==> src/rtl/mm_sched_pkg.sv <==
// Shared types and constants for the round-robin matrix-vector scheduler.
package mm_sched_pkg;

  typedef enum logic [1:0] {
    IDLE,
    ISSUE,
    WAIT,
    RESP
  } state_t;

  localparam int TIMEOUT_DEFAULT = 31;

  // Width of a requester index; never narrower than one bit.
  function automatic int idWidth(input int n);
    return (n > 1) ? $clog2(n) : 1;
  endfunction

endpackage

==> src/rtl/mm_scheduler_arbiter.sv <==
// Combinational round-robin pick: first valid requester at or after the pointer, wrapping.
module rr_arbiter
  import mm_sched_pkg::*;
#(
  parameter int NUM_REQ = 4
) (
  input  logic [NUM_REQ-1:0]          i_req,
  input  logic [idWidth(NUM_REQ)-1:0] i_ptr,
  output logic [NUM_REQ-1:0]          o_grant,
  output logic [idWidth(NUM_REQ)-1:0] o_idx,
  output logic                        o_any
);

  localparam int IDW = idWidth(NUM_REQ);

  logic [IDW-1:0] w_cand;
  logic           w_found;

  assign o_any = |i_req;

  // Walk the requesters starting at the pointer and keep the first valid one.
  always_comb begin
    o_grant = '0;
    o_idx   = '0;
    w_cand  = '0;
    w_found = 1'b0;
    for (int i = 0; i < NUM_REQ; i++) begin
      w_cand = IDW'((int'(i_ptr) + i) % NUM_REQ);
      if (!w_found && i_req[w_cand]) begin
        w_found = 1'b1;
        o_grant = NUM_REQ'(1) << w_cand;
        o_idx   = w_cand;
      end
    end
  end

endmodule

==> src/rtl/mm_scheduler.sv <==
// Shares one matrix-vector engine among several requesters, one job at a time, round-robin.
module mm_scheduler
  import mm_sched_pkg::*;
#(
  parameter int NUM_REQ    = 4,
  parameter int DATA_WIDTH = 16,
  parameter int ROWS       = 2,
  parameter int COLS       = 2,
  parameter int TIMEOUT    = TIMEOUT_DEFAULT
) (
  input  logic                                                 clk,
  input  logic                                                 rst,
  input  logic [NUM_REQ-1:0]                                   req_valid,
  output logic [NUM_REQ-1:0]                                   req_ready,
  input  logic [NUM_REQ-1:0][ROWS-1:0][COLS-1:0][DATA_WIDTH-1:0] req_mat,
  input  logic [NUM_REQ-1:0][COLS-1:0][DATA_WIDTH-1:0]         req_vec,
  output logic                                                 rsp_valid,
  input  logic                                                 rsp_ready,
  output logic [idWidth(NUM_REQ)-1:0]                          rsp_id,
  output logic [ROWS-1:0][DATA_WIDTH-1:0]                      rsp_out,
  output logic                                                 rsp_err,
  output logic                                                 mm_start,
  output logic [ROWS-1:0][COLS-1:0][DATA_WIDTH-1:0]            mm_mat,
  output logic [COLS-1:0][DATA_WIDTH-1:0]                      mm_vec,
  input  logic [ROWS-1:0][DATA_WIDTH-1:0]                      mm_out,
  input  logic                                                 mm_done,
  output logic                                                 busy
);

  localparam int IDW = idWidth(NUM_REQ);
  localparam int CW  = $clog2(TIMEOUT + 1);

  state_t                                    r_state;
  state_t                                    w_nextState;
  logic [IDW-1:0]                            r_rrPtr;
  logic [IDW-1:0]                            w_grantIdx;
  logic [NUM_REQ-1:0]                        w_grant;
  logic                                      w_anyValid;
  logic                                      w_accept;
  logic                                      w_timeout;
  logic [CW-1:0]                             r_waitCnt;
  logic [ROWS-1:0][DATA_WIDTH-1:0]           r_rspOut;
  logic                                      r_rspErr;
  logic [IDW-1:0]                            r_rspId;
  logic [ROWS-1:0][COLS-1:0][DATA_WIDTH-1:0] r_mmMat;
  logic [COLS-1:0][DATA_WIDTH-1:0]           r_mmVec;

  rr_arbiter #(
    .NUM_REQ(NUM_REQ)
  ) u_arb (
    .i_req  (req_valid),
    .i_ptr  (r_rrPtr),
    .o_grant(w_grant),
    .o_idx  (w_grantIdx),
    .o_any  (w_anyValid)
  );

  assign w_accept  = (r_state == IDLE) && w_anyValid;
  assign w_timeout = (r_waitCnt == CW'(TIMEOUT));

  // State register.
  always_ff @(posedge clk) begin
    if (rst) r_state <= IDLE;
    else     r_state <= w_nextState;
  end

  // Next-state decision; an engine done beats a simultaneous timeout.
  always_comb begin
    w_nextState = r_state;
    case (r_state)
      IDLE:    if (w_anyValid) w_nextState = ISSUE;
      ISSUE:   w_nextState = WAIT;
      WAIT:    if (mm_done || w_timeout) w_nextState = RESP;
      RESP:    if (rsp_ready) w_nextState = IDLE;
      default: w_nextState = IDLE;
    endcase
  end

  // Job datapath: latch operands at grant, count WAIT cycles, capture result or abort.
  always_ff @(posedge clk) begin
    if (rst) begin
      r_rrPtr   <= '0;
      r_waitCnt <= '0;
      r_rspOut  <= '0;
      r_rspErr  <= 1'b0;
      r_rspId   <= '0;
      r_mmMat   <= '0;
      r_mmVec   <= '0;
    end else begin
      if (w_accept) begin
        r_mmMat <= req_mat[w_grantIdx];
        r_mmVec <= req_vec[w_grantIdx];
        r_rspId <= w_grantIdx;
        r_rrPtr <= (w_grantIdx == IDW'(NUM_REQ - 1)) ? '0 : w_grantIdx + 1'b1;
      end
      case (r_state)
        ISSUE: r_waitCnt <= '0;
        WAIT: begin
          if (mm_done) begin
            r_rspOut <= mm_out;
            r_rspErr <= 1'b0;
          end else if (w_timeout) begin
            r_rspOut <= '0;
            r_rspErr <= 1'b1;
          end else begin
            r_waitCnt <= r_waitCnt + 1'b1;
          end
        end
        default: ;
      endcase
    end
  end

  // Handshake and status outputs decoded from state, all quiet while reset is held.
  always_comb begin
    req_ready = '0;
    mm_start  = 1'b0;
    rsp_valid = 1'b0;
    busy      = 1'b0;
    if (!rst) begin
      req_ready = (r_state == IDLE) ? w_grant : '0;
      mm_start  = (r_state == ISSUE);
      rsp_valid = (r_state == RESP);
      busy      = (r_state != IDLE);
    end
  end

  assign rsp_out = r_rspOut;
  assign rsp_err = r_rspErr;
  assign rsp_id  = r_rspId;
  assign mm_mat  = r_mmMat;
  assign mm_vec  = r_mmVec;

endmodule
==> config.mk <==
export PLATFORM = sky130hd
export DESIGN_NAME = mm_scheduler
export DESIGN_NICKNAME = d
export VERILOG_FILES = /design/src/rtl/mm_sched_pkg.sv /design/src/rtl/mm_scheduler_arbiter.sv /design/src/rtl/mm_scheduler.sv
export SDC_FILE = /design/constraint.sdc
export NUM_CORES = 1
export LEC_CHECK = 0
export CORE_AREA = 2 2 221 223
export DETAILED_ROUTE_END_ITERATION = 10
export DIE_AREA = 0 0 223 225
export MAX_ROUTING_LAYER = met4
export PLACE_DENSITY = 0.52
export SYNTH_ARGS = -nofsm -noshare
export SYNTH_HDL_FRONTEND = slang
export SYNTH_SLANG_ARGS = --single-unit
export TNS_END_PERCENT = 1
==> constraint.sdc <==
create_clock -name clk -period 5.55 [get_ports clk]
set_clock_uncertainty 0.2 [all_clocks]
set_input_delay 1.665 -clock clk [delete_from_list [all_inputs] [get_ports clk]]
set_output_delay 1.665 -clock clk [all_outputs]
set_load 0.02 [all_outputs]
==> summary.txt <==
Global route
  – Vias in the first global route: 13400
  – Most crowded layer after global routing: met2
  – Met1 Use GR: 27.4%
  – First-pass GRT wire length: 83900 microns
  – Largest net degree at the start of global routing: 97
  – GRT Overall Usage: 22.5%
  – Remaining global-route overflow: 0
  – Initial antenna violation count: 8
  – Met2 Use GR: 35.7%
  – GR Util met3: 5.79%

STA
  – Minimum hold slack: 0.261 ns
  – Rel. slew slack: 18.8%
  – FMAX: 0.184 GHz
  – Final period utilization: 97.7%
  – Sum Neg Setup Slack: 0 ns
  – Min Tclk post-route: 5.42 ns
  – # setup viols final: 0
  – Unrepaired setup endpoints after global routing: no
  – Final Max Tran Viols: 0
  – Final hold viol count: 0
  – Worst Max-Slew Pin Slew: 1.22 ns

Clock tree
  – # H-tree levels: 4
  – Worst-path clk slew: 0.08 ns
  – Total CTS buffers: 17
  – CTS sink cnt: 140
  – Clk root buf: clkbuf_16
  – Worst-skew pair later-pin latency: 0.49 ns
  – Cts hold-fix bufs: 0
  – Clk buf depth: 2
  – TritonCTS clock tree: yes

Setup path
  – Crit-path slowest cell: mux4_2
  – CP endpoint kind: primary output
  – RR Startpoint: r_rrPtr[1]
  – Cell breakdown of the critical path: clkdlybuf4s50_1 -> mux4_2 -> buf_4 -> a22o_1 -> mux2i_1 -> a21oi_1 -> buf_4
  – WS Path Type: primary input to primary output
  – Crit. path cell count: 7
  – CP max stage delay: 0.53 ns
  – CP delay by family, top: buffers and inverters
  – Req. time, crit path: 3.69 ns
  – Critical Path Start Type: primary input
  – R2R cell count: 10
  – R2r endpoint: mm_mat[4]
  – Bufs and invs on worst path: 3
  – CP dominant cell by count: buf_4
  – CP Capture Point: req_ready[0]
  – Worst Setup SP: req_valid[0]
  – R2R Setup Slk: 1.44 ns
  – CP Max Fanout: 9
  – Arr. time, crit path: 3.56 ns

Final layout
  – Filler cells: 4871
  – Layout cells sized above 1: 6.04%
  – Layout Utilization: 37.1%
  – Synthesis-to-finish area growth: 65.0%
  – Area occupied by registers: 2800 sq um
  – Area occupied by multi-input gates: 7230 sq um
  – Nets@finish: 2260

Pwr
  – VDD IR max: 0.311 mV
  – Leak: 0.00652 uW
  – Power Density: 443 nW/um^2
  – Tot Pwr: 7820 uW

Placed design
  – GPL Wtd Cong: 0.833
  – I/O Buffers: 561
  – Detailed-placement wirelength estimate: 39700 microns

Flow run
  – Max-Cap Viols: 0

Route
  – DR iter-0 viols: 977
  – DRC: 0
  – Post-DR wirelength/cell: 23.0 microns
  – Antenna viol nets, final: 0
  – Drt pass-1 iters: 5
  – Routed vias/inst: 5.46
  – Final wirelength: 56700 microns
  – Vias: 13400

Synth
  – Syn Std Cell Area: 10700 sq um
  – Synthesized flop and latch total: 140
  – Main synth FF type: dfxtp_1
  – Ys Warns: 0
  – Syn avg cell area: 7.84 sq um
  – Synth Instances: 1364
  – Number of unique standard cell types used by synthesis: 54
  – Sequential area share after synthesis: 26.2%
  – Ys async rst share: 0%
  – Number of synthesized flops with an enable pin: 0
  – Synthesized Nets: 1800

Floorplanning
  – Io pins: 562
  – Site Rows: 80
  – Die Height: 225 microns
  – Die width: 223 microns
  – Die ar.: 50200 sq um
  – Starting Density: 22.5%
  – Core box area: 47500 sq um

Run status
  – Status: complete, no violations

Min path
  – Worst Hold Class: flip-flop to flip-flop
[synth_stat cells, types with 2 or more instances]
| library cell | number | share of area [%] |
|---|---|---|
| mux2_2 | 3 | 0.32 |
| o311ai_1 | 145 | 12 |
| nor3b_1 | 97 | 6.8 |
| and3_1 | 97 | 5.7 |
| buf_4 | 5 | 0.35 |
| inv_1 | 7 | 0.25 |
| nand2_1 | 109 | 3.8 |
| a31o_2 | 2 | 0.16 |
| nand2b_1 | 5 | 0.29 |
| a221o_1 | 96 | 9.0 |
| o211ai_1 | 2 | 0.14 |
| a22oi_1 | 32 | 2.2 |
| a22o_1 | 4 | 0.33 |
| and4_1 | 96 | 7.9 |
| buf_6 | 3 | 0.32 |
| buf_2 | 25 | 1.2 |
| o311ai_0 | 47 | 3.9 |
| ha_1 | 12 | 1.4 |
| mux2i_1 | 10 | 0.94 |
| a21oi_1 | 12 | 0.56 |
| buf_1 | 11 | 0.39 |
| clkbuf_1 | 126 | 4.4 |
| dfxtp_1 | 140 | 26 |
| nor2_1 | 238 | 8.4 |
| nand3_1 | 5 | 0.23 |
| mux4_2 | 2 | 0.42 |
| nor2b_1 | 5 | 0.29 |
| a211oi_1 | 2 | 0.14 |
[through the flow]
stage	cells	instance area (sq um)	setup WS, ns
2_1_floorplan	1364	10700	0.453
3_3_place_gp	2420	17000	0.0504
3_5_place_dp	2420	17000	0.0230
4_1_cts	2452	17600	0.0204
5_1_grt	2460	17600	0.0527
6_report	2461	17600	0.128
[state kept, by name (all words and copies together), names as in the netlist]
name,flops
r_state,2
mm_vec,32
rsp_out,32
mm_mat,64
r_rrPtr,2
rsp_err,1
r_waitCnt,5
rsp_id,2
[cells by family after synthesis]
family	Yosys count	share of synthesized area [%]
AOI/OAI and AO/OA	353	29.3
and+or+nand+nor	666	34.5
DFF	140	26.2
muxes	15	1.67
adders and majority gates	12	1.40
buffers and inverters	178	6.94
[layer usage]
metal / share of wire (%) / vias up
met3: 7.2 / 79
met5: 0 / -
met2: 47 / 490
li1: - / 6308
met4: 3.0 / 0
met1: 42 / 6569
[power breakdown]
group	switching, uW	leakage (uW)	internal, uW	total, uW
clock	609	0.000300	612	1220
combinational	3080	0.00507	2080	5150
sequential	152	0.00115	1290	1440
[cell type report]
type | instances | share of cell area [%]
sequential | 140 | 15.9
clock inverter | 15 | 1.13
clock buffer | 17 | 2.41
inverter | 7 | 0.163
multi-input combinational | 1046 | 41.0
timing repair buffer | 612 | 34.9
tap | 615 | 4.36
antenna | 9 | 0.128
[worst reg2reg max path, delay by kind of cell, from the launching register on]
kind	cells	cell delay [ns]
muxes	1	0.56
buffers and inverters	4	0.95
adders and majority gates	1	0.48
and+or+nand+nor	1	0.19
AOI/OAI and AO/OA	3	1.04
DFF	1	0.57
[repair_timing]
action,in CTS,in global routing
endpoints found under the setup margin,0,4
buffers inserted,0,0
gates resized for setup,0,3
hold endpoints to repair,0,0
[worst min path at each step]
stage / cells past startpoint / slack (ns) / from / to
after floorplan: 2 / 0.25 / r_waitCnt[4] / r_waitCnt[4]
after global placement: 2 / 0.24 / rsp_err / rsp_err
after detailed placement: 2 / 0.25 / rsp_err / rsp_err
after CTS: 2 / 0.26 / rsp_err / rsp_err
after global routing: 2 / 0.27 / rsp_id[0] / rsp_id[0]
final: 2 / 0.26 / rsp_err / rsp_err
[cell usage in the layout (no fill, tap or decap), drive strengths merged, types with 2 or more instances in the layout]
cell type      instances
clkdlybuf4s50        555
diode                  9
mux2i                 10
inv                   12
a21oi                 12
o211ai                 2
a22oi                 32
and2                   2
nor2                 238
nand3                  5
a211oi                 2
or3b                   2
a31oi                  2
a22o                   4
a221o                 96
buf                   56
a31o                   2
nand2                109
nand2b                 6
ha                    12
clkinv                10
nor3b                 98
dfxtp                140
o21ai                  2
nand3b                 2
and4                  96
nor2b                  5
mux2                   3
o21bai                 2
and3                  97
clkbuf                17
mux4                   2
o311ai               192
Note: power is estimated with default switching activity, not from simulation.
